$ cat src/rtl/aes_key_sched_ctrl.sv
// ---------------------------------------------------------------------------
// aes_key_sched_ctrl
//   Iterative AES key-schedule sequencer and round-key server for 128, 192
//   and 256-bit keys. A start pulse loads the cipher key into a 60-word
//   store. The remaining schedule words are then expanded at one 32-bit word
//   per cycle. Once the schedule is complete, the round engine fetches
//   128-bit round keys by index.
//
// Ports
//   clk_i         rising-edge clock
//   reset_i       asynchronous active-high reset
//   key_in_i      cipher key, MSB-aligned (128: [255:128], 192: [255:64])
//   key_size_i    0=128, 1=192, 2=256, 3=illegal
//   start_i       1-cycle start pulse, honoured only when idle or done
//   busy_o        schedule is being loaded/expanded
//   keys_ready_o  schedule complete, round keys readable
//   cfg_err_o     sticky illegal-key-size flag, cleared by a legal start
//   nr_o          round count of the current schedule (10/12/14)
//   rk_rd_i       round-key read strobe
//   rk_idx_i      round index 0..nr
//   rk_out_o      round key {w[4r],w[4r+1],w[4r+2],w[4r+3]}
//   rk_valid_o    1-cycle pulse, rk_out_o carries a fresh round key
// ---------------------------------------------------------------------------
module aes_key_sched_ctrl #(
    parameter int MAXW = 60,
    parameter int IDXW = 4
) (
    input  logic            clk_i,
    input  logic            reset_i,
    input  logic [255:0]    key_in_i,
    input  logic [1:0]      key_size_i,
    input  logic            start_i,
    output logic            busy_o,
    output logic            keys_ready_o,
    output logic            cfg_err_o,
    output logic [IDXW-1:0] nr_o,
    input  logic            rk_rd_i,
    input  logic [IDXW-1:0] rk_idx_i,
    output logic [127:0]    rk_out_o,
    output logic            rk_valid_o
);

    localparam int AW = $clog2(MAXW);

    // Forward AES S-box.
    localparam logic [7:0] SBOX [256] = '{
        8'h63, 8'h7c, 8'h77, 8'h7b, 8'hf2, 8'h6b, 8'h6f, 8'hc5, 8'h30, 8'h01, 8'h67, 8'h2b, 8'hfe, 8'hd7, 8'hab, 8'h76,
        8'hca, 8'h82, 8'hc9, 8'h7d, 8'hfa, 8'h59, 8'h47, 8'hf0, 8'had, 8'hd4, 8'ha2, 8'haf, 8'h9c, 8'ha4, 8'h72, 8'hc0,
        8'hb7, 8'hfd, 8'h93, 8'h26, 8'h36, 8'h3f, 8'hf7, 8'hcc, 8'h34, 8'ha5, 8'he5, 8'hf1, 8'h71, 8'hd8, 8'h31, 8'h15,
        8'h04, 8'hc7, 8'h23, 8'hc3, 8'h18, 8'h96, 8'h05, 8'h9a, 8'h07, 8'h12, 8'h80, 8'he2, 8'heb, 8'h27, 8'hb2, 8'h75,
        8'h09, 8'h83, 8'h2c, 8'h1a, 8'h1b, 8'h6e, 8'h5a, 8'ha0, 8'h52, 8'h3b, 8'hd6, 8'hb3, 8'h29, 8'he3, 8'h2f, 8'h84,
        8'h53, 8'hd1, 8'h00, 8'hed, 8'h20, 8'hfc, 8'hb1, 8'h5b, 8'h6a, 8'hcb, 8'hbe, 8'h39, 8'h4a, 8'h4c, 8'h58, 8'hcf,
        8'hd0, 8'hef, 8'haa, 8'hfb, 8'h43, 8'h4d, 8'h33, 8'h85, 8'h45, 8'hf9, 8'h02, 8'h7f, 8'h50, 8'h3c, 8'h9f, 8'ha8,
        8'h51, 8'ha3, 8'h40, 8'h8f, 8'h92, 8'h9d, 8'h38, 8'hf5, 8'hbc, 8'hb6, 8'hda, 8'h21, 8'h10, 8'hff, 8'hf3, 8'hd2,
        8'hcd, 8'h0c, 8'h13, 8'hec, 8'h5f, 8'h97, 8'h44, 8'h17, 8'hc4, 8'ha7, 8'h7e, 8'h3d, 8'h64, 8'h5d, 8'h19, 8'h73,
        8'h60, 8'h81, 8'h4f, 8'hdc, 8'h22, 8'h2a, 8'h90, 8'h88, 8'h46, 8'hee, 8'hb8, 8'h14, 8'hde, 8'h5e, 8'h0b, 8'hdb,
        8'he0, 8'h32, 8'h3a, 8'h0a, 8'h49, 8'h06, 8'h24, 8'h5c, 8'hc2, 8'hd3, 8'hac, 8'h62, 8'h91, 8'h95, 8'he4, 8'h79,
        8'he7, 8'hc8, 8'h37, 8'h6d, 8'h8d, 8'hd5, 8'h4e, 8'ha9, 8'h6c, 8'h56, 8'hf4, 8'hea, 8'h65, 8'h7a, 8'hae, 8'h08,
        8'hba, 8'h78, 8'h25, 8'h2e, 8'h1c, 8'ha6, 8'hb4, 8'hc6, 8'he8, 8'hdd, 8'h74, 8'h1f, 8'h4b, 8'hbd, 8'h8b, 8'h8a,
        8'h70, 8'h3e, 8'hb5, 8'h66, 8'h48, 8'h03, 8'hf6, 8'h0e, 8'h61, 8'h35, 8'h57, 8'hb9, 8'h86, 8'hc1, 8'h1d, 8'h9e,
        8'he1, 8'hf8, 8'h98, 8'h11, 8'h69, 8'hd9, 8'h8e, 8'h94, 8'h9b, 8'h1e, 8'h87, 8'he9, 8'hce, 8'h55, 8'h28, 8'hdf,
        8'h8c, 8'ha1, 8'h89, 8'h0d, 8'hbf, 8'he6, 8'h42, 8'h68, 8'h41, 8'h99, 8'h2d, 8'h0f, 8'hb0, 8'h54, 8'hbb, 8'h16
    };

    typedef enum logic [1:0] {
        ST_IDLE   = 2'd0,
        ST_LOAD   = 2'd1,
        ST_EXPAND = 2'd2,
        ST_DONE   = 2'd3
    } state_t;

    function automatic logic [7:0] sbox(input logic [7:0] x);
        return SBOX[x];
    endfunction

    function automatic logic [31:0] sub_word(input logic [31:0] w);
        return {sbox(w[31:24]), sbox(w[23:16]), sbox(w[15:8]), sbox(w[7:0])};
    endfunction

    function automatic logic [7:0] xtime(input logic [7:0] b);
        return {b[6:0], 1'b0} ^ (b[7] ? 8'h1b : 8'h00);
    endfunction

    state_t            state_q;
    logic              busy_q;
    logic              keys_ready_q;
    logic              cfg_err_q;
    logic [IDXW-1:0]   nr_q;
    logic [3:0]        nk_q;
    logic [AW-1:0]     widx_q;
    logic [7:0]        rcon_q;
    logic [2:0]        kmod_q;
    logic [127:0]      rk_out_q;
    logic              rk_valid_q;

    // win_q[7] is always w[i-1]; w[i-Nk] sits at win_q[8-Nk].
    logic [31:0]       win_q   [0:7];
    logic [31:0]       store_q [0:MAXW-1];

    logic [31:0]       key_w_s    [0:7];
    logic [31:0]       win_load_s [0:7];
    logic [31:0]       prev_s;
    logic [31:0]       temp_s;
    logic [31:0]       word_d;
    logic [7:0]        rcon_d;
    logic [2:0]        kmod_d;
    logic              last_word_s;

    // Split the MSB-aligned key into words and right-align them in the window.
    always_comb begin
        for (int j = 0; j < 8; j++) begin
            key_w_s[j]    = key_in_i[255 - 32*j -: 32];
            win_load_s[j] = 32'h0000_0000;
        end
        case (nk_q)
            4'd4: for (int j = 0; j < 4; j++) win_load_s[j + 4] = key_w_s[j];
            4'd6: for (int j = 0; j < 6; j++) win_load_s[j + 2] = key_w_s[j];
            default: for (int j = 0; j < 8; j++) win_load_s[j] = key_w_s[j];
        endcase
    end

    // Next schedule word, rcon and key-word phase for the EXPAND step.
    always_comb begin
        case (nk_q)
            4'd4:    prev_s = win_q[4];
            4'd6:    prev_s = win_q[2];
            default: prev_s = win_q[0];
        endcase
        if (kmod_q == 3'd0) begin
            temp_s = sub_word({win_q[7][23:0], win_q[7][31:24]}) ^ {rcon_q, 24'h000000};
        end else if ((nk_q == 4'd8) && (kmod_q == 3'd4)) begin
            temp_s = sub_word(win_q[7]);
        end else begin
            temp_s = win_q[7];
        end
        word_d = prev_s ^ temp_s;
        if (kmod_q == 3'd0) begin
            rcon_d = xtime(rcon_q);
        end else begin
            rcon_d = rcon_q;
        end
        if ({1'b0, kmod_q} == (nk_q - 4'd1)) begin
            kmod_d = 3'd0;
        end else begin
            kmod_d = kmod_q + 3'd1;
        end
        last_word_s = (widx_q == {nr_q, 2'b11});
    end

    // Word store and shift window; no reset, contents only readable after DONE.
    always_ff @(posedge clk_i) begin
        if (state_q == ST_LOAD) begin
            // All eight key words are written; those beyond Nk are
            // overwritten by expansion before the store becomes readable.
            for (int j = 0; j < 8; j++) begin
                store_q[j] <= key_w_s[j];
                win_q[j]   <= win_load_s[j];
            end
        end else if (state_q == ST_EXPAND) begin
            store_q[widx_q] <= word_d;
            for (int j = 0; j < 7; j++) begin
                win_q[j] <= win_q[j + 1];
            end
            win_q[7] <= word_d;
        end
    end

    // Sequencer FSM with registered status and round-key read port.
    always_ff @(posedge clk_i or posedge reset_i) begin
        if (reset_i) begin
            state_q      <= ST_IDLE;
            busy_q       <= 1'b0;
            keys_ready_q <= 1'b0;
            cfg_err_q    <= 1'b0;
            nr_q         <= '0;
            nk_q         <= 4'd4;
            widx_q       <= '0;
            rcon_q       <= 8'h00;
            kmod_q       <= 3'd0;
            rk_out_q     <= 128'h0;
            rk_valid_q   <= 1'b0;
        end else begin
            // A read sampled on the same edge as a restart uses the old schedule.
            rk_valid_q <= 1'b0;
            if (rk_rd_i && keys_ready_q && (rk_idx_i <= nr_q)) begin
                rk_out_q   <= {store_q[{rk_idx_i, 2'b00}], store_q[{rk_idx_i, 2'b01}],
                               store_q[{rk_idx_i, 2'b10}], store_q[{rk_idx_i, 2'b11}]};
                rk_valid_q <= 1'b1;
            end
            case (state_q)
                ST_IDLE, ST_DONE: begin
                    if (start_i) begin
                        if (key_size_i == 2'd3) begin
                            cfg_err_q <= 1'b1;
                        end else begin
                            case (key_size_i)
                                2'd1:    begin nk_q <= 4'd6; nr_q <= IDXW'(12); end
                                2'd2:    begin nk_q <= 4'd8; nr_q <= IDXW'(14); end
                                default: begin nk_q <= 4'd4; nr_q <= IDXW'(10); end
                            endcase
                            cfg_err_q    <= 1'b0;
                            keys_ready_q <= 1'b0;
                            busy_q       <= 1'b1;
                            state_q      <= ST_LOAD;
                        end
                    end
                end
                ST_LOAD: begin
                    widx_q  <= AW'(nk_q);
                    rcon_q  <= 8'h01;
                    kmod_q  <= 3'd0;
                    state_q <= ST_EXPAND;
                end
                ST_EXPAND: begin
                    widx_q <= widx_q + AW'(1);
                    rcon_q <= rcon_d;
                    kmod_q <= kmod_d;
                    if (last_word_s) begin
                        busy_q       <= 1'b0;
                        keys_ready_q <= 1'b1;
                        state_q      <= ST_DONE;
                    end
                end
                default: state_q <= ST_IDLE;
            endcase
        end
    end

    assign busy_o       = busy_q;
    assign keys_ready_o = keys_ready_q;
    assign cfg_err_o    = cfg_err_q;
    assign nr_o         = nr_q;
    assign rk_out_o     = rk_out_q;
    assign rk_valid_o   = rk_valid_q;

endmodule

$ cat config.mk
export PLATFORM = sky130hd
export DESIGN_NAME = aes_key_sched_ctrl
export DESIGN_NICKNAME = d
export VERILOG_FILES = /design/src/rtl/aes_key_sched_ctrl.sv
export SDC_FILE = /design/constraint.sdc
export NUM_CORES = 2
export LEC_CHECK = 0
export CAP_MARGIN = 20
export CORE_MARGIN = 1.5
export CORE_UTILIZATION = 25
export DETAILED_ROUTE_END_ITERATION = 8
export GPL_TIMING_DRIVEN = 0
export PLACE_DENSITY_LB_ADDON = 0.1
export SYNTH_ARGS = -nofsm -noshare
export SYNTH_HDL_FRONTEND = slang
export SYNTH_SLANG_ARGS = --single-unit
export TNS_END_PERCENT = 50
$ cat constraint.sdc
create_clock -name clk_i -period 19.4 [get_ports clk_i]
set_clock_uncertainty 0.05 [all_clocks]
set_input_delay 3.88 -clock clk_i [delete_from_list [all_inputs] [get_ports clk_i]]
set_output_delay 3.88 -clock clk_i [all_outputs]
set_load 0.1 [all_outputs]
Word level (Yosys, flattened, before mapping)
Memory sizes are Yosys's and may differ from the RTL's. A register that Yosys moved wholly into a read port is not among the register bits.
Index checks and enable logic that the tools add are counted.
Storage, ports and cells
  RAM bits: 2176
  memories: 6
  logic and storage cells: 123
  register bits: 31
  output and inout port bits: 136
  bits in read-only memories: 8192
Memories
  (name not given): depth 256, bits a word 8, read ports 1, clocked after memory_dff 0, write ports 0, line 73  | return SBOX[x];
  (name not given): depth 256, bits a word 8, read ports 1, clocked after memory_dff 0, write ports 0, line 73
  (name not given): depth 256, bits a word 8, read ports 1, clocked after memory_dff 0, write ports 0, line 73
  (name not given): depth 256, bits a word 8, read ports 1, clocked after memory_dff 0, write ports 0, line 73
  store_q: depth 60, bits a word 32, read ports 4, clocked after memory_dff 4, write ports 8, line 98  | logic [31:0] store_q [0:MAXW-1];
  win_q: depth 8, bits a word 32, read ports 8, clocked after memory_dff 0, write ports 8, line 97  | logic [31:0] win_q [0:7];
Cells by class
  bitwise logic cells: 16
  mux-type cells: 52
  reductions and logical operators: 15
  equal/unequal tests: 16
  order comparisons: 5
  add/sub/neg operators: 3
Operators with widths (number)
  2-to-1 mux 32 bit: 11
  case mux 128 bit (2 select lines): 1
  case mux 64 bit (2 select lines): 1
  2-to-1 mux 8 bit: 9
  2-to-1 mux 64 bit: 1
  case mux 32 bit (2 select lines): 1
  bitwise XOR 32 bit: 2
  greater-or-equal comparator 9 bit (second input constant): 4
  inverter 8 -> 9 bit: 4
  OR reduction 32 bit: 1
  case mux 8 bit (2 select lines): 1
  2-to-1 mux 1 bit: 14
  case mux 3 bit (2 select lines): 2
  case mux 6 bit (2 select lines): 1
  equality test 2 bit (second input constant): 4
  equality test 4 x 3 -> 1 bit (second input constant): 2
  inequality test 2 bit (second input constant): 4
  bitwise OR 1 bit: 8
  case mux 4 bit (2 select lines): 1
  bitwise XOR 8 x 5 -> 8 bit: 1
  adder 6 x 1 -> 6 bit (second input constant): 1
  equality test 6 bit: 1
  2-to-1 mux 2 bit: 3
  2-to-1 mux 6 bit: 1
  20 further kinds: 28

Depth between registers and ports, before layout
An unclocked memory read counts as a cell.
  depth after elaboration: 9
  mapped depth: 16
  gate-level depth less buffers: 11

Worst setup path before layout
OpenSTA, ideal clock, no wires.
  kind: flip-flop to flip-flop
  start point: register state_q[0]
  end point: register nk_q[1]
  path buffers: 2
  required time: 19225 ps
  clock period less this slack: 7285 ps
  arrival: 7110 ps
  setup slack: 12115 ps
  setup time: 125 ps
  stages on the path, launching flop included: 8
  cells stage by stage: dfrtp_1 -> inv_1 -> ha_1 -> clkbuf_1 -> inv_1 -> or2_2 -> clkbuf_1 -> mux2_2
Between the ends
  word-level cells in the longest chain between the ends: 3
  elaborated cells between the ends (all ways): 4
Ends and longest elaborated chain
  from (decl): line 84  | state_t state_q;
  from (signal assigned): line 171  | state_q <= ST_IDLE;
  from (signal assigned): line 204  | state_q <= ST_LOAD;
  from (signal assigned): line 212  | state_q <= ST_EXPAND;
  equality test 2 bit or logical NOT 2 bit (tied branches): line 190  | case (state_q)
  OR reduction 2 bit *: line 190
  AND reduction 3 bit (no line) *
  to (signal assigned): line 197  | 2'd1: begin nk_q <= 4'd6; nr_q <= IDXW'(12); end
  to (signal assigned): line 198  | 2'd2: begin nk_q <= 4'd8; nr_q <= IDXW'(14); end
  to (signal assigned): line 199  | default: begin nk_q <= 4'd4; nr_q <= IDXW'(10); end
  to (decl): line 89  | logic [3:0] nk_q;
Mark *: on every way between the ends. The rest lies on a longest branch, timed or not.
A chain may end at the register's enable or synchronous reset.

==> flow_metrics.tcl <==
set metrics [dict create \
    grt_max_degree 101 \
    synth_enable_flop_cells 2304 \
    synth_top_area_share 0.606 \
    via_per_inst 5.56 \
    wl_per_cell_um 42.7 \
    rsz0062_at_grt "no" \
    cp-end-kind "flip-flop" \
    r2r_slack_ns 10.28 \
    post-route-period-util 0.470 \
    die_h_um 679 \
    grt-ovfl-total 0 \
    place_ws_ns 10.42 \
    ys_warn_count 0 \
    fmax_mhz 110 \
    rows 248 \
    vias 81514 \
    boundaryPins 402 \
    ys.flop_type "edfxtp_1" \
    cts.sinks 2461 \
    hold_path_depth 1 \
    final_antenna_net_count 0 \
    synth_nets 7843 \
    nets 8753 \
    io_buffer_count 398 \
    yosysTopAreaCell "edfxtp_1" \
    whs_ns 0.455 \
    tritoncts "yes" \
    gp_congestion 0.954 \
    area_delta_synth_final_pct 22.3 \
    grt_pass1_wl_um 814000 \
    cts_resized 0 \
    insertion_delay_ns 0.89 \
    cts.clk_slew.worst_paths_ns 0.06 \
    grt_usage 0.265 \
    drcViolationCount 0 \
    drt-total-wl_um 626000 \
    critPathKind "reg2reg" \
    seq_area_frac_synth 0.640 \
    fp.dieW_um 679 \
    cts.htree.levels 5 \
    post_cts_buffers 0 \
    hpwlAfterDp_um 470000 \
    drive_gt1_frac 0.217 \
    start_util 0.251 \
    whs_endpoint "rk_out_o[53]" \
    setup_ws_ns 10.28 \
    worstHoldPathType "reg2reg" \
    rr_endpoint "store_q[57][25]" \
    synth_cells 7499 \
    critPathArrivalTime_ns 9.63 \
    yosysUniqueCellTypes 100 \
    synth.avg_cell_area_um2 15.2 \
    relSlewSlack 0.164 \
    fin_tns_setup_ns 0 \
    cp.required_ns 19.91 \
    status "completed" \
    r2r_start "win_q[1][113]" \
    min_period_ns 9.12 \
    ys_ff_latch 2461 \
    critPathLaunchType "flip-flop" \
    antenna_found_initial 156 \
    hold_buffers 0 \
    core_area_um2 456000 \
    layout_common_cells "edfxtp_1, nand2_1, mux4_2" \
    cts_buffers 280 \
    final_common_cell "edfxtp_1" \
    r2r_cells 15 \
    cts_root_buffer "clkbuf_16" \
    hp-start "rk_out_o[53]" \
    grt_pass1_vias 79637 \
    finalSetupViolCount 0 \
    initialDrtViolationCount 10392 \
    maxSlewViolCount 0 \
    worst_slew_pin_slew_ns 1.25 \
    die_area_um2 461000 \
    syn_area_um2 114000 \
    ys_top_cells_by_area "edfxtp_1, mux4_2, dfrtp_1, nand2_1, mux2_2" \
    clockBufferDepth 4 \
    hold_viol 0 \
    firstDrtPassIters 6 \
    async_reset_ff_frac 0.0638 \
    cp_max_fo 29 \
    maxCapViolCount 0 \
]
critical path: stages (launching register included):
cell      delay, ns
edfxtp_1       1.06
clkbuf_1       0.80
clkbuf_1       0.74
inv_1          0.55
ha_1           0.49
nor2b_1        0.12
clkbuf_1       0.72
nor2_1         0.32
mux4_2         0.54
o221ai_1       0.34
o32ai_1        0.28
xor2_1         0.24
a221oi_2       0.67
xor2_4         0.82
inv_2          0.58
buf_12         0.33
registers in the layout, indices dropped and copies added (netlist names), 2 cells and up:
register and cells:
widx_q 6, rcon_q 8, store_q 2048, win_q 256
state_q 2, rk_out_o 128, kmod_q 3, nk_q 3
nr_o 3
area by class of cell:
cell class	instances	area [µm²]
Tap cell	6000	7510
Sequential cell	2461	73100
Fill cell	45390	316000
Clock inverter	109	897
Multi-Input combinational cell	4324	38900
Inverter	73	312
Antenna cell	54	135
Buffer	641	2740
Clock buffer	377	7700
Timing Repair Buffer	628	8340
kinds of logic (layout without fill, tap and decap cells):
| logic type | Yosys count | in the layout | share of synthesized area |
|---|---|---|---|
| flops | 2461 | 2461 | 0.640 |
| simple gates | 1634 | 1634 | 0.0655 |
| compound gates | 1596 | 1596 | 0.0934 |
| mux | 958 | 958 | 0.161 |
| buf+inv | 714 | 1828 | 0.0261 |
| fa+ha+maj | 78 | 78 | 0.00854 |
| xor+xnor | 57 | 57 | 0.00562 |
| other cells | 1 | 55 | 0.0000328 |
per-stage QoR:
stage,cell area [µm²],std cells,utilization
2_1_floorplan,114000,7499,-
3_3_place_gp,126000,13897,0.276
3_5_place_dp,131000,14103,0.287
4_1_cts,139000,14589,0.306
5_1_grt,140000,14635,0.306
6_report,140000,14667,0.307
metal layers:
layer  wire length [µm]  vias up  GRT usage
li1                   -    31908          -
met5                397        -          0
met2             296000     4322      0.433
met4              26600       64     0.0965
met1             256000    44295      0.347
met3              47200      925     0.0526
synth_stat cells (51+ instances only):
cell / number
buf_2: 117
a21oi_1: 219
nand2b_1: 114
a22oi_1: 200
mux4_2: 676
mux2_2: 238
clkbuf_1: 417
edfxtp_1: 2304
a311oi_1: 51
inv_1: 65
nand2_1: 715
o21ai_0: 446
a31oi_1: 152
nor3_1: 77
nor2b_1: 91
ha_1: 78
nand3_1: 104
nor2_1: 334
buf_1: 74
dfrtp_1: 156
how the worst max path moves through the flow:
stage                              from               to  slack, ns  cells past startpoint
after floorplan                 reset_i           busy_o      11.24                      1
after global placement    win_q[1][113]  store_q[24][17]       5.01                     12
after detailed placement    rk_idx_i[1]     rk_out_o[34]      10.42                     13
after CTS                 win_q[1][113]  store_q[50][25]      10.58                     15
after global routing      win_q[1][113]  store_q[50][25]      10.52                     15
final                     win_q[1][113]  store_q[57][25]      10.28                     15
Power is not shown: default switching activity piles up to over one toggle a cycle in this logic, so the estimate is an artifact.
